File: config.mk
export PLATFORM = sky130hd
export DESIGN_NAME = abr_sample_scatter_flat
export DESIGN_NICKNAME = d
export VERILOG_FILES = /design/src/rtl/abr_params_pkg.sv /design/src/rtl/abr_sample_scatter_if.sv /design/src/rtl/abr_scatter_rank.sv /design/src/rtl/abr_sample_scatter.sv /design/src/flat_wrapper.sv
export SDC_FILE = /design/constraint.sdc
export NUM_CORES = 2
export LEC_CHECK = 0
export CAP_MARGIN = 30
export CORE_ASPECT_RATIO = 1.75
export CORE_UTILIZATION = 56
export CTS_CLUSTER_SIZE = 10
export DETAILED_ROUTE_END_ITERATION = 6
export GPL_TIMING_DRIVEN = 0
export PLACE_DENSITY_LB_ADDON = 0.15
export SLEW_MARGIN = 30
export SYNTH_ARGS = -nofsm -noshare
export SYNTH_HDL_FRONTEND = slang
export SYNTH_SLANG_ARGS = --single-unit
File: constraint.sdc
create_clock -name clk -period 13.4 [get_ports clk]
set_input_delay 2.68 -clock clk [delete_from_list [all_inputs] [get_ports clk]]
set_output_delay 2.68 -clock clk [all_outputs]
set_load 0.01 [all_outputs]
File: src/rtl/abr_params_pkg.sv
// ---------------------------------------------------------------------------
// abr_params_pkg
// Purpose : shared default sizing for the sample scatter block and a helper
//           that sizes occupancy counters.
// Ports   : none (package).
// ---------------------------------------------------------------------------
package abr_params_pkg;

  localparam int ABR_NUM_IN        = 4;   // dense samples per write beat
  localparam int ABR_NUM_OUT       = 5;   // sparse output lanes
  localparam int ABR_BUFFER_DATA_W = 32;  // sample width

  // Counter wide enough to hold the value 'depth' itself.
  function automatic int abr_cnt_w(input int depth);
    return $clog2(depth) + 1;
  endfunction

endpackage

File: src/rtl/abr_sample_scatter_if.sv
// ---------------------------------------------------------------------------
// abr_sample_scatter_if
// Purpose : groups the dense write beat and sparse lane signals.
// Signals : data_valid_i / data_i / data_ready_o  - dense write beat
//           lane_req_i / lane_valid_o / lane_data_o - per-lane delivery
// Modports: master (producer/consumer side), slave (scatter block side).
// ---------------------------------------------------------------------------
interface abr_sample_scatter_if
  import abr_params_pkg::*;
#(
  parameter int NUM_IN        = ABR_NUM_IN,
  parameter int NUM_OUT       = ABR_NUM_OUT,
  parameter int BUFFER_DATA_W = ABR_BUFFER_DATA_W
);

  logic                                   data_valid_i;
  logic [NUM_IN-1:0][BUFFER_DATA_W-1:0]   data_i;       // entry 0 oldest
  logic                                   data_ready_o;
  logic [NUM_OUT-1:0]                     lane_req_i;
  logic [NUM_OUT-1:0]                     lane_valid_o;
  logic [NUM_OUT-1:0][BUFFER_DATA_W-1:0]  lane_data_o;

  modport master (
    output data_valid_i, data_i, lane_req_i,
    input  data_ready_o, lane_valid_o, lane_data_o
  );

  modport slave (
    input  data_valid_i, data_i, lane_req_i,
    output data_ready_o, lane_valid_o, lane_data_o
  );

endinterface

File: src/rtl/abr_scatter_rank.sv
// ---------------------------------------------------------------------------
// abr_scatter_rank
// Purpose : for each lane, rank = number of requesting lanes below it; a lane
//           is granted when it requests and its rank addresses a valid entry.
// Ports   : lane_req_i  - per-lane request mask
//           num_valid_i - count of valid buffer entries
//           grant_o     - per-lane grant
//           rank_o      - per-lane buffer entry index
// ---------------------------------------------------------------------------
module abr_scatter_rank
  import abr_params_pkg::*;
#(
  parameter int NUM_OUT = ABR_NUM_OUT,
  parameter int CNT_W   = abr_cnt_w(ABR_NUM_IN + ABR_NUM_OUT),
  parameter int RANK_W  = $clog2(ABR_NUM_IN + ABR_NUM_OUT)
) (
  input  logic [NUM_OUT-1:0]             lane_req_i,
  input  logic [CNT_W-1:0]               num_valid_i,
  output logic [NUM_OUT-1:0]             grant_o,
  output logic [NUM_OUT-1:0][RANK_W-1:0] rank_o
);

  logic [NUM_OUT-1:0][CNT_W-1:0] prefix;

  // Exclusive prefix popcount of the request mask.
  always_comb begin
    logic [CNT_W-1:0] acc;
    acc    = '0;
    prefix = '0;
    for (int k = 0; k < NUM_OUT; k++) begin
      prefix[k] = acc;
      acc       = acc + CNT_W'(lane_req_i[k]);
    end
  end

  for (genvar gi = 0; gi < NUM_OUT; gi++) begin : g_lane
    // Granted ranks are always 0..granted-1, so the low bits index the buffer.
    assign rank_o[gi]  = prefix[gi][RANK_W-1:0];
    assign grant_o[gi] = lane_req_i[gi] && (prefix[gi] < num_valid_i);
  end

endmodule

File: src/rtl/abr_sample_scatter.sv
// ---------------------------------------------------------------------------
// abr_sample_scatter
// Purpose : accepts dense beats of NUM_IN samples into an in-order buffer and
//           scatters the oldest samples onto the requesting lanes, lowest lane
//           index first.
// Ports   : clk         - clock, rising edge
//           rst_b       - asynchronous active-low reset
//           zeroize     - synchronous clear, overrides write and consume
//           occupancy_o - registered valid count (only with
//                         ABR_SAMPLE_SCATTER_OCC_EN defined)
//           bus         - abr_sample_scatter_if.slave (beat + lane signals)
// Build   : define ABR_SAMPLE_SCATTER_OCC_EN to expose occupancy_o.
// ---------------------------------------------------------------------------
module abr_sample_scatter
  import abr_params_pkg::*;
#(
  parameter int NUM_IN        = ABR_NUM_IN,
  parameter int NUM_OUT       = ABR_NUM_OUT,
  parameter int BUFFER_DATA_W = ABR_BUFFER_DATA_W
) (
  input  logic clk,
  input  logic rst_b,
  input  logic zeroize,
`ifdef ABR_SAMPLE_SCATTER_OCC_EN
  output logic [abr_cnt_w(NUM_IN+NUM_OUT)-1:0] occupancy_o,
`endif
  abr_sample_scatter_if.slave bus
);

  localparam int BUFFER_DEPTH = NUM_IN + NUM_OUT;
  localparam int CNT_W        = abr_cnt_w(BUFFER_DEPTH);
  localparam int IDX_W        = $clog2(BUFFER_DEPTH);
  localparam int EXT_DEPTH    = BUFFER_DEPTH + NUM_OUT;
  localparam int EXT_W        = $clog2(EXT_DEPTH);
  localparam int IN_W         = (NUM_IN > 1) ? $clog2(NUM_IN) : 1;

  logic [BUFFER_DATA_W-1:0] buf_reg  [BUFFER_DEPTH];
  logic [BUFFER_DATA_W-1:0] buf_next [BUFFER_DEPTH];
  logic [BUFFER_DATA_W-1:0] ext      [EXT_DEPTH];
  logic [CNT_W-1:0]         num_valid_reg;
  logic [CNT_W-1:0]         num_valid_next;
  logic [CNT_W-1:0]         consumed;
  logic [CNT_W-1:0]         wr_base;
  logic [NUM_OUT-1:0]       grant;
  logic [NUM_OUT-1:0][IDX_W-1:0] rank;
  logic [NUM_OUT-1:0]       lane_valid;
  logic                     data_ready;
  logic                     wr_en;

  // Ready looks only at registered occupancy, so there is no path from the
  // lane requests to the producer handshake.
  assign data_ready       = (num_valid_reg <= CNT_W'(NUM_OUT)) && !zeroize;
  assign wr_en            = bus.data_valid_i && data_ready;
  assign bus.data_ready_o = data_ready;

  abr_scatter_rank #(
    .NUM_OUT (NUM_OUT),
    .CNT_W   (CNT_W),
    .RANK_W  (IDX_W)
  ) u_rank (
    .lane_req_i  (bus.lane_req_i),
    .num_valid_i (num_valid_reg),
    .grant_o     (grant),
    .rank_o      (rank)
  );

  for (genvar gi = 0; gi < NUM_OUT; gi++) begin : g_lane
    assign lane_valid[gi]      = grant[gi] && !zeroize;
    assign bus.lane_data_o[gi] = lane_valid[gi] ? buf_reg[rank[gi]] : '0;
  end
  assign bus.lane_valid_o = lane_valid;

  always_comb begin
    consumed = '0;
    for (int i = 0; i < NUM_OUT; i++) begin
      consumed = consumed + CNT_W'(lane_valid[i]);
    end
  end

  // Buffer padded with NUM_OUT zero entries so the shift-down by 'consumed'
  // never indexes past the end.
  for (genvar gi = 0; gi < EXT_DEPTH; gi++) begin : g_ext
    if (gi < BUFFER_DEPTH) begin : g_live
      assign ext[gi] = buf_reg[gi];
    end else begin : g_pad
      assign ext[gi] = '0;
    end
  end

  // Surviving samples move down by 'consumed'; the new beat lands directly
  // behind them. Ready guarantees wr_base + NUM_IN <= BUFFER_DEPTH.
  assign wr_base        = num_valid_reg - consumed;
  assign num_valid_next = wr_base + (wr_en ? CNT_W'(NUM_IN) : '0);

  always_comb begin
    logic [CNT_W-1:0] wr_off;
    wr_off = '0;
    for (int i = 0; i < BUFFER_DEPTH; i++) begin
      wr_off      = CNT_W'(i) - wr_base;
      buf_next[i] = ext[EXT_W'(i) + EXT_W'(consumed)];
      if (wr_en && (CNT_W'(i) >= wr_base) && (wr_off < CNT_W'(NUM_IN))) begin
        buf_next[i] = bus.data_i[wr_off[IN_W-1:0]];
      end
    end
  end

  always_ff @(posedge clk or negedge rst_b) begin
    if (!rst_b) begin
      num_valid_reg <= '0;
      for (int i = 0; i < BUFFER_DEPTH; i++) buf_reg[i] <= '0;
    end else if (zeroize) begin
      num_valid_reg <= '0;
      for (int i = 0; i < BUFFER_DEPTH; i++) buf_reg[i] <= '0;
    end else begin
      num_valid_reg <= num_valid_next;
      for (int i = 0; i < BUFFER_DEPTH; i++) buf_reg[i] <= buf_next[i];
    end
  end

`ifdef ABR_SAMPLE_SCATTER_OCC_EN
  assign occupancy_o = num_valid_reg;
`endif

endmodule

File: src/flat_wrapper.sv
// flat-port wrapper written by rule: the top's interface ports become plain ports
module abr_sample_scatter_flat import abr_params_pkg::*;
#(
  parameter int NUM_IN        = ABR_NUM_IN,
  parameter int NUM_OUT       = ABR_NUM_OUT,
  parameter int BUFFER_DATA_W = ABR_BUFFER_DATA_W
)
  (clk, rst_b, zeroize, bus_data_valid_i, bus_data_i, bus_lane_req_i, bus_data_ready_o, bus_lane_valid_o, bus_lane_data_o);
  abr_sample_scatter_if #(.NUM_IN(NUM_IN), .NUM_OUT(NUM_OUT), .BUFFER_DATA_W(BUFFER_DATA_W)) bus_i ();
  input  logic clk;
  input  logic rst_b;
  input  logic zeroize;
  input wire logic [$bits(bus_i.data_valid_i)-1:0] bus_data_valid_i;
  input wire logic [$bits(bus_i.data_i)-1:0] bus_data_i;
  input wire logic [$bits(bus_i.lane_req_i)-1:0] bus_lane_req_i;
  output wire logic [$bits(bus_i.data_ready_o)-1:0] bus_data_ready_o;
  output wire logic [$bits(bus_i.lane_valid_o)-1:0] bus_lane_valid_o;
  output wire logic [$bits(bus_i.lane_data_o)-1:0] bus_lane_data_o;
  assign bus_i.data_valid_i = bus_data_valid_i;
  assign bus_i.data_i = bus_data_i;
  assign bus_i.lane_req_i = bus_lane_req_i;
  assign bus_data_ready_o = bus_i.data_ready_o;
  assign bus_lane_valid_o = bus_i.lane_valid_o;
  assign bus_lane_data_o = bus_i.lane_data_o;
  abr_sample_scatter #(.NUM_IN(NUM_IN), .NUM_OUT(NUM_OUT), .BUFFER_DATA_W(BUFFER_DATA_W)) u_core (.clk(clk), .rst_b(rst_b), .zeroize(zeroize), .bus(bus_i));
endmodule
==> results.py, run 1 <==
metrics = {
    "run_status": {
        "lastStage": "global routing (5_1_grt)",
        "stop_error": "[ERROR GRT-0116] Global routing finished with congestion. Check the congestion regions in the DRC Viewer.",
        "status": "stopped before the end",
    },
    "yosys": {
        "yosys.area.top_type": "mux4_2",
        "ys_seq_elements": 293,
        "netlist.area_leader.share_pct": 33.5,
        "synth_cell_types": 57,
        "syn-cell-area_um2": 32300,
        "yosys-top-cells-count": "nand2_1 (487), mux4_2 (481), mux2i_1 (350)",
        "ys_seq_area_share_pct": 22.7,
        "yosys_warnings": 0,
        "synth_area_leaders": "mux4_2 (34%), dfrtp_1 (23%), mux2i_1 (11%), nand2_1 (5.7%), mux2_2 (3.3%)",
        "synth_edf_count": 0,
        "yosysMostFrequentCell": "nand2_1",
        "syn_avg_cell_area_um2": 10.4,
        "ys_dominant_reg_cell": "dfrtp_1",
        "async_flop_share_pct": 100,
        "synth_nets": 3276,
        "synthCells": 3108,
    },
    "clock_network": {
        "post_cts_resized": 0,
        "clockBufferDepth": 3,
        "cts_hold_buf": 0,
        "cts_sinks": 293,
        "numCtsBuffers": 37,
        "cts_setup_buffers": 0,
        "root_buffer": "clkbuf_16",
        "htree_levels": 2,
    },
    "floorplanning": {
        "num_io_pins": 303,
        "placementRows": 116,
        "initial_core_util_pct": 56.6,
        "die_w_um": 184,
        "fp.dieH_um": 320,
    },
    "global_route": {
        "grt_pass1_wl_um": 300000,
        "grt_pass1_vias": 38064,
        "grt_max_degree": 76,
        "grt.total_usage_pct": 73.4,
        "grt_overflow": 76,
    },
    "placement": {
        "placed_cell_area_um2": 36900,
        "io_buffers": 302,
        "dpl.hpwl_um": 137000,
        "routabilityCongestion": 1.24,
        "dp.cells": 4198,
    },
}
## routing by layer
layer	GRT usage, %	overflow
met1	74.6	1
met2	90.8	46
met3	55.7	2
met4	68.9	27
met5	38.0	0
## logic make-up after synthesis
group           synth area share [%]
buf+inv                         5.22
compound gates                  10.3
fa+ha+maj                       1.29
flops                           22.7
xor+xnor                       0.372
mux                             47.7
simple gates                    12.4
## metrics by stage
| stage | TNS, ns | hold WS, ns | setup slack (ns) |
|---|---|---|---|
| 4_1_cts | 0 | 0.683 | 0.685 |
| 2_1_floorplan | 0 | 0.568 | 3.51 |
| 3_5_place_dp | 0 | 0.676 | 0.0976 |
| 3_3_place_gp | -1276.98 | 0.668 | -4.21 |
==> run 2: changes to the inputs <==
- CORE_ASPECT_RATIO: 1.75 -> default
- CORE_UTILIZATION: 56 -> 40
- CTS_CLUSTER_SIZE: 10 -> default
==> run 2 against run 1 <==
Effect of this change:
- the flow now finishes, with violations (design-rule violations, negative setup slack)
- synthesized cell count did not move
- area after synthesis unchanged
==> results.py, run 2 <==
metrics = {
    "clock_network": {
        "clkTransAtPathRegs_ns": 0.07,
        "root_buffer": "clkbuf_16",
        "htree_levels": 2,
        "cts_sinks": 293,
        "post_cts_resized": 0,
        "cts_tree": "built",
        "numCtsBuffers": 42,
        "cts_hold_buf": 0,
        "cts_setup_buffers": 0,
        "clockBufferDepth": 3,
        "clock_latency_ns": 0.62,
    },
    "yosys": {
        "yosys.area.top_type": "mux4_2",
        "syn_avg_cell_area_um2": 10.4,
        "syn-cell-area_um2": 32300,
        "synth_edf_count": 0,
        "netlist.area_leader.share_pct": 33.5,
        "ys_seq_elements": 293,
        "synthCells": 3108,
        "ys_seq_area_share_pct": 22.7,
        "yosys_warnings": 0,
        "yosys-top-cells-count": "nand2_1 (487), mux4_2 (481), mux2i_1 (350)",
        "synth_area_leaders": "mux4_2 (34%), dfrtp_1 (23%), mux2i_1 (11%), nand2_1 (5.7%), mux2_2 (3.3%)",
        "synth_cell_types": 57,
        "synth_nets": 3276,
        "yosysMostFrequentCell": "nand2_1",
        "ys_dominant_reg_cell": "dfrtp_1",
        "async_flop_share_pct": 100,
    },
    "drt": {
        "vias": 34628,
        "routed_wl_um": 200000,
        "wl_per_cell_um": 43.7,
        "first_iter_violations": 6183,
        "antenna_left": 0,
        "first_pass_iters": 7,
        "viasPerCell": 7.56,
        "drc": 24,
    },
    "timing": {
        "hold_viol": 0,
        "fin_skew_ns": 0.0234,
        "relSlewSlack_pct": 18.6,
        "period_share_pct": 103,
        "fin_ws_ns": -0.351,
        "fmax_mhz": 72.7,
        "setup_tns_ns": -10.85,
        "period_needed_ns": 13.75,
        "slew_viol_final": 0,
        "tightest_slew_ns": 1.22,
        "finalSetupViolations": 68,
        "rsz0062_at_grt": "false",
    },
    "placement": {
        "placed_cell_area_um2": 37600,
        "routabilityCongestion": 1.03,
        "dp.cells": 4498,
        "dpl.hpwl_um": 137000,
        "io_buffers": 302,
    },
    "floorplanning": {
        "placementRows": 103,
        "die_w_um": 286,
        "core_area_um2": 79400,
        "num_io_pins": 303,
        "fp.dieH_um": 286,
        "initial_core_util_pct": 40.7,
        "die_area_um2": 81900,
    },
    "worst_setup_path": {
        "max_stage_delay_ns": 0.94,
        "crit_fanout": 11,
        "cp.required_ns": 13.82,
        "cp-end-kind": "flip-flop",
        "criticalPathCategory": "in2reg",
        "ff2ff_path_depth": 27,
        "start_kind": "input pin",
        "crit_top_cell": "inv_1",
        "worst_path_max_delay_cell": "clkbuf_1",
        "critical_path_arrival_ns": 14.17,
    },
    "power_and_ir_drop": {
        "powerDensity_nw_per_um2": 316,
        "vdd_drop_max_mv": 0.447,
        "p_total_w": 0.0124,
        "p_leak_nw": 15.5,
    },
    "global_route": {
        "grt.total_usage_pct": 48.0,
        "grt_antenna_before_repair": 10,
        "grt_pass1_vias": 32699,
        "grt_max_degree": 77,
        "grt_pass1_wl_um": 269000,
        "grt_overflow": 0,
    },
    "finish": {
        "syn_to_final_growth_pct": 21.0,
        "stdcell_count": 4580,
        "nets": 3661,
        "final_common_cell": "nand2_1",
        "layout-drive-gt1-share_pct": 25.2,
        "final_cell_mix": "nand2_1 (487), mux4_2 (481), mux2i_1 (350), clkdlybuf4s50_1 (301), dfrtp_1 (293)",
        "largest_reg_flops": 288,
        "final_area_um2": 39100,
    },
    "run_status": {
        "status": "finished, violations left",
        "violations": "design-rule violations, negative setup slack",
    },
    "hold_path": {
        "min_path_cells": 2,
        "min_path_type": "reg2reg",
    },
    "run": {
        "cap_violations": 0,
    },
}
[run 2: logic make-up (layout without fill, tap and decap cells)]
kind of cell | Yosys count | after routing | share of synthesized area, %
muxes | 927 | 927 | 47.7
DFF | 293 | 293 | 22.7
AOI/OAI and AO/OA | 505 | 505 | 10.3
buffers and inverters | 419 | 833 | 5.22
adders and majority gates | 31 | 31 | 1.29
and+or+nand+nor | 921 | 921 | 12.4
other | 0 | 8 | 0
xor gates and xnor gates | 12 | 12 | 0.372
[run 2: cell type report]
class	instances	area [µm²]
buffer	365	1620
clock buffer	62	1250
inverter	54	203
fill	7549	40300
tap	1050	1310
multi-input combinational	2396	23300
timing repair buffer	341	3860
sequential	293	7330
clock inverter	11	186
antenna	8	20.0
[run 2: worst paths after layout]
| kind | endpoint | slack, ns | start |
|---|---|---|---|
| setup / recovery | u_core.buf_reg[238]$_DFF_PN0_ | -0.35 | zeroize |
| hold / removal | u_core.buf_reg[31]$_DFF_PN0_ | 0.68 | u_core.buf_reg[31]$_DFF_PN0_ |
| setup reg to reg | u_core.buf_reg[238]$_DFF_PN0_ | 3.09 | u_core.num_valid_reg[3]$_DFF_PN0_ |
| hold reg to reg | u_core.buf_reg[31]$_DFF_PN0_ | 0.68 | u_core.buf_reg[31]$_DFF_PN0_ |
| max in group asynchronous | u_core.buf_reg[170]$_DFF_PN0_ | 10.25 | rst_b |
| min in group asynchronous | u_core.buf_reg[26]$_DFF_PN0_ | 1.97 | rst_b |
[run 2: power breakdown]
group	internal, W	leakage [nW]	switching [W]
sequential	0.00109	4.06	0.000433
combinational	0.00350	10.8	0.00608
clock	0.000738	0.702	0.000504
total	0.00533	15.5	0.00702
[run 2: metal layers]
layer | vias to the layer above | global-route usage (%) | routed length [µm]
met5 | - | 1.05 | 197
met4 | 12 | 34.7 | 18900
li1 | 12677 | - | -
met1 | 17133 | 58.8 | 68600
met3 | 1053 | 24.1 | 33500
met2 | 3753 | 64.8 | 78900
[run 2: worst max-delay path: cells and delay by family]
family	cells	cell delay, ns
AOI/OAI and AO/OA	1	0.27
buffers and inverters	15	6.95
xor gates and xnor gates	1	0.14
and+or+nand+nor	4	1.32
adders and majority gates	6	2.72
[run 2: stage by stage]
stage               worst slack (ns)  util, %  hold slack [ns]
finish                        -0.351     49.3            0.681
global placement               -5.00     46.2            0.656
detailed placement            -0.543     47.4            0.672
global route                  0.0287     49.2            0.743
CTS                           0.0319     49.2            0.681
floorplan                       3.51        -            0.568
Note: power is estimated with default switching activity, not from simulation.
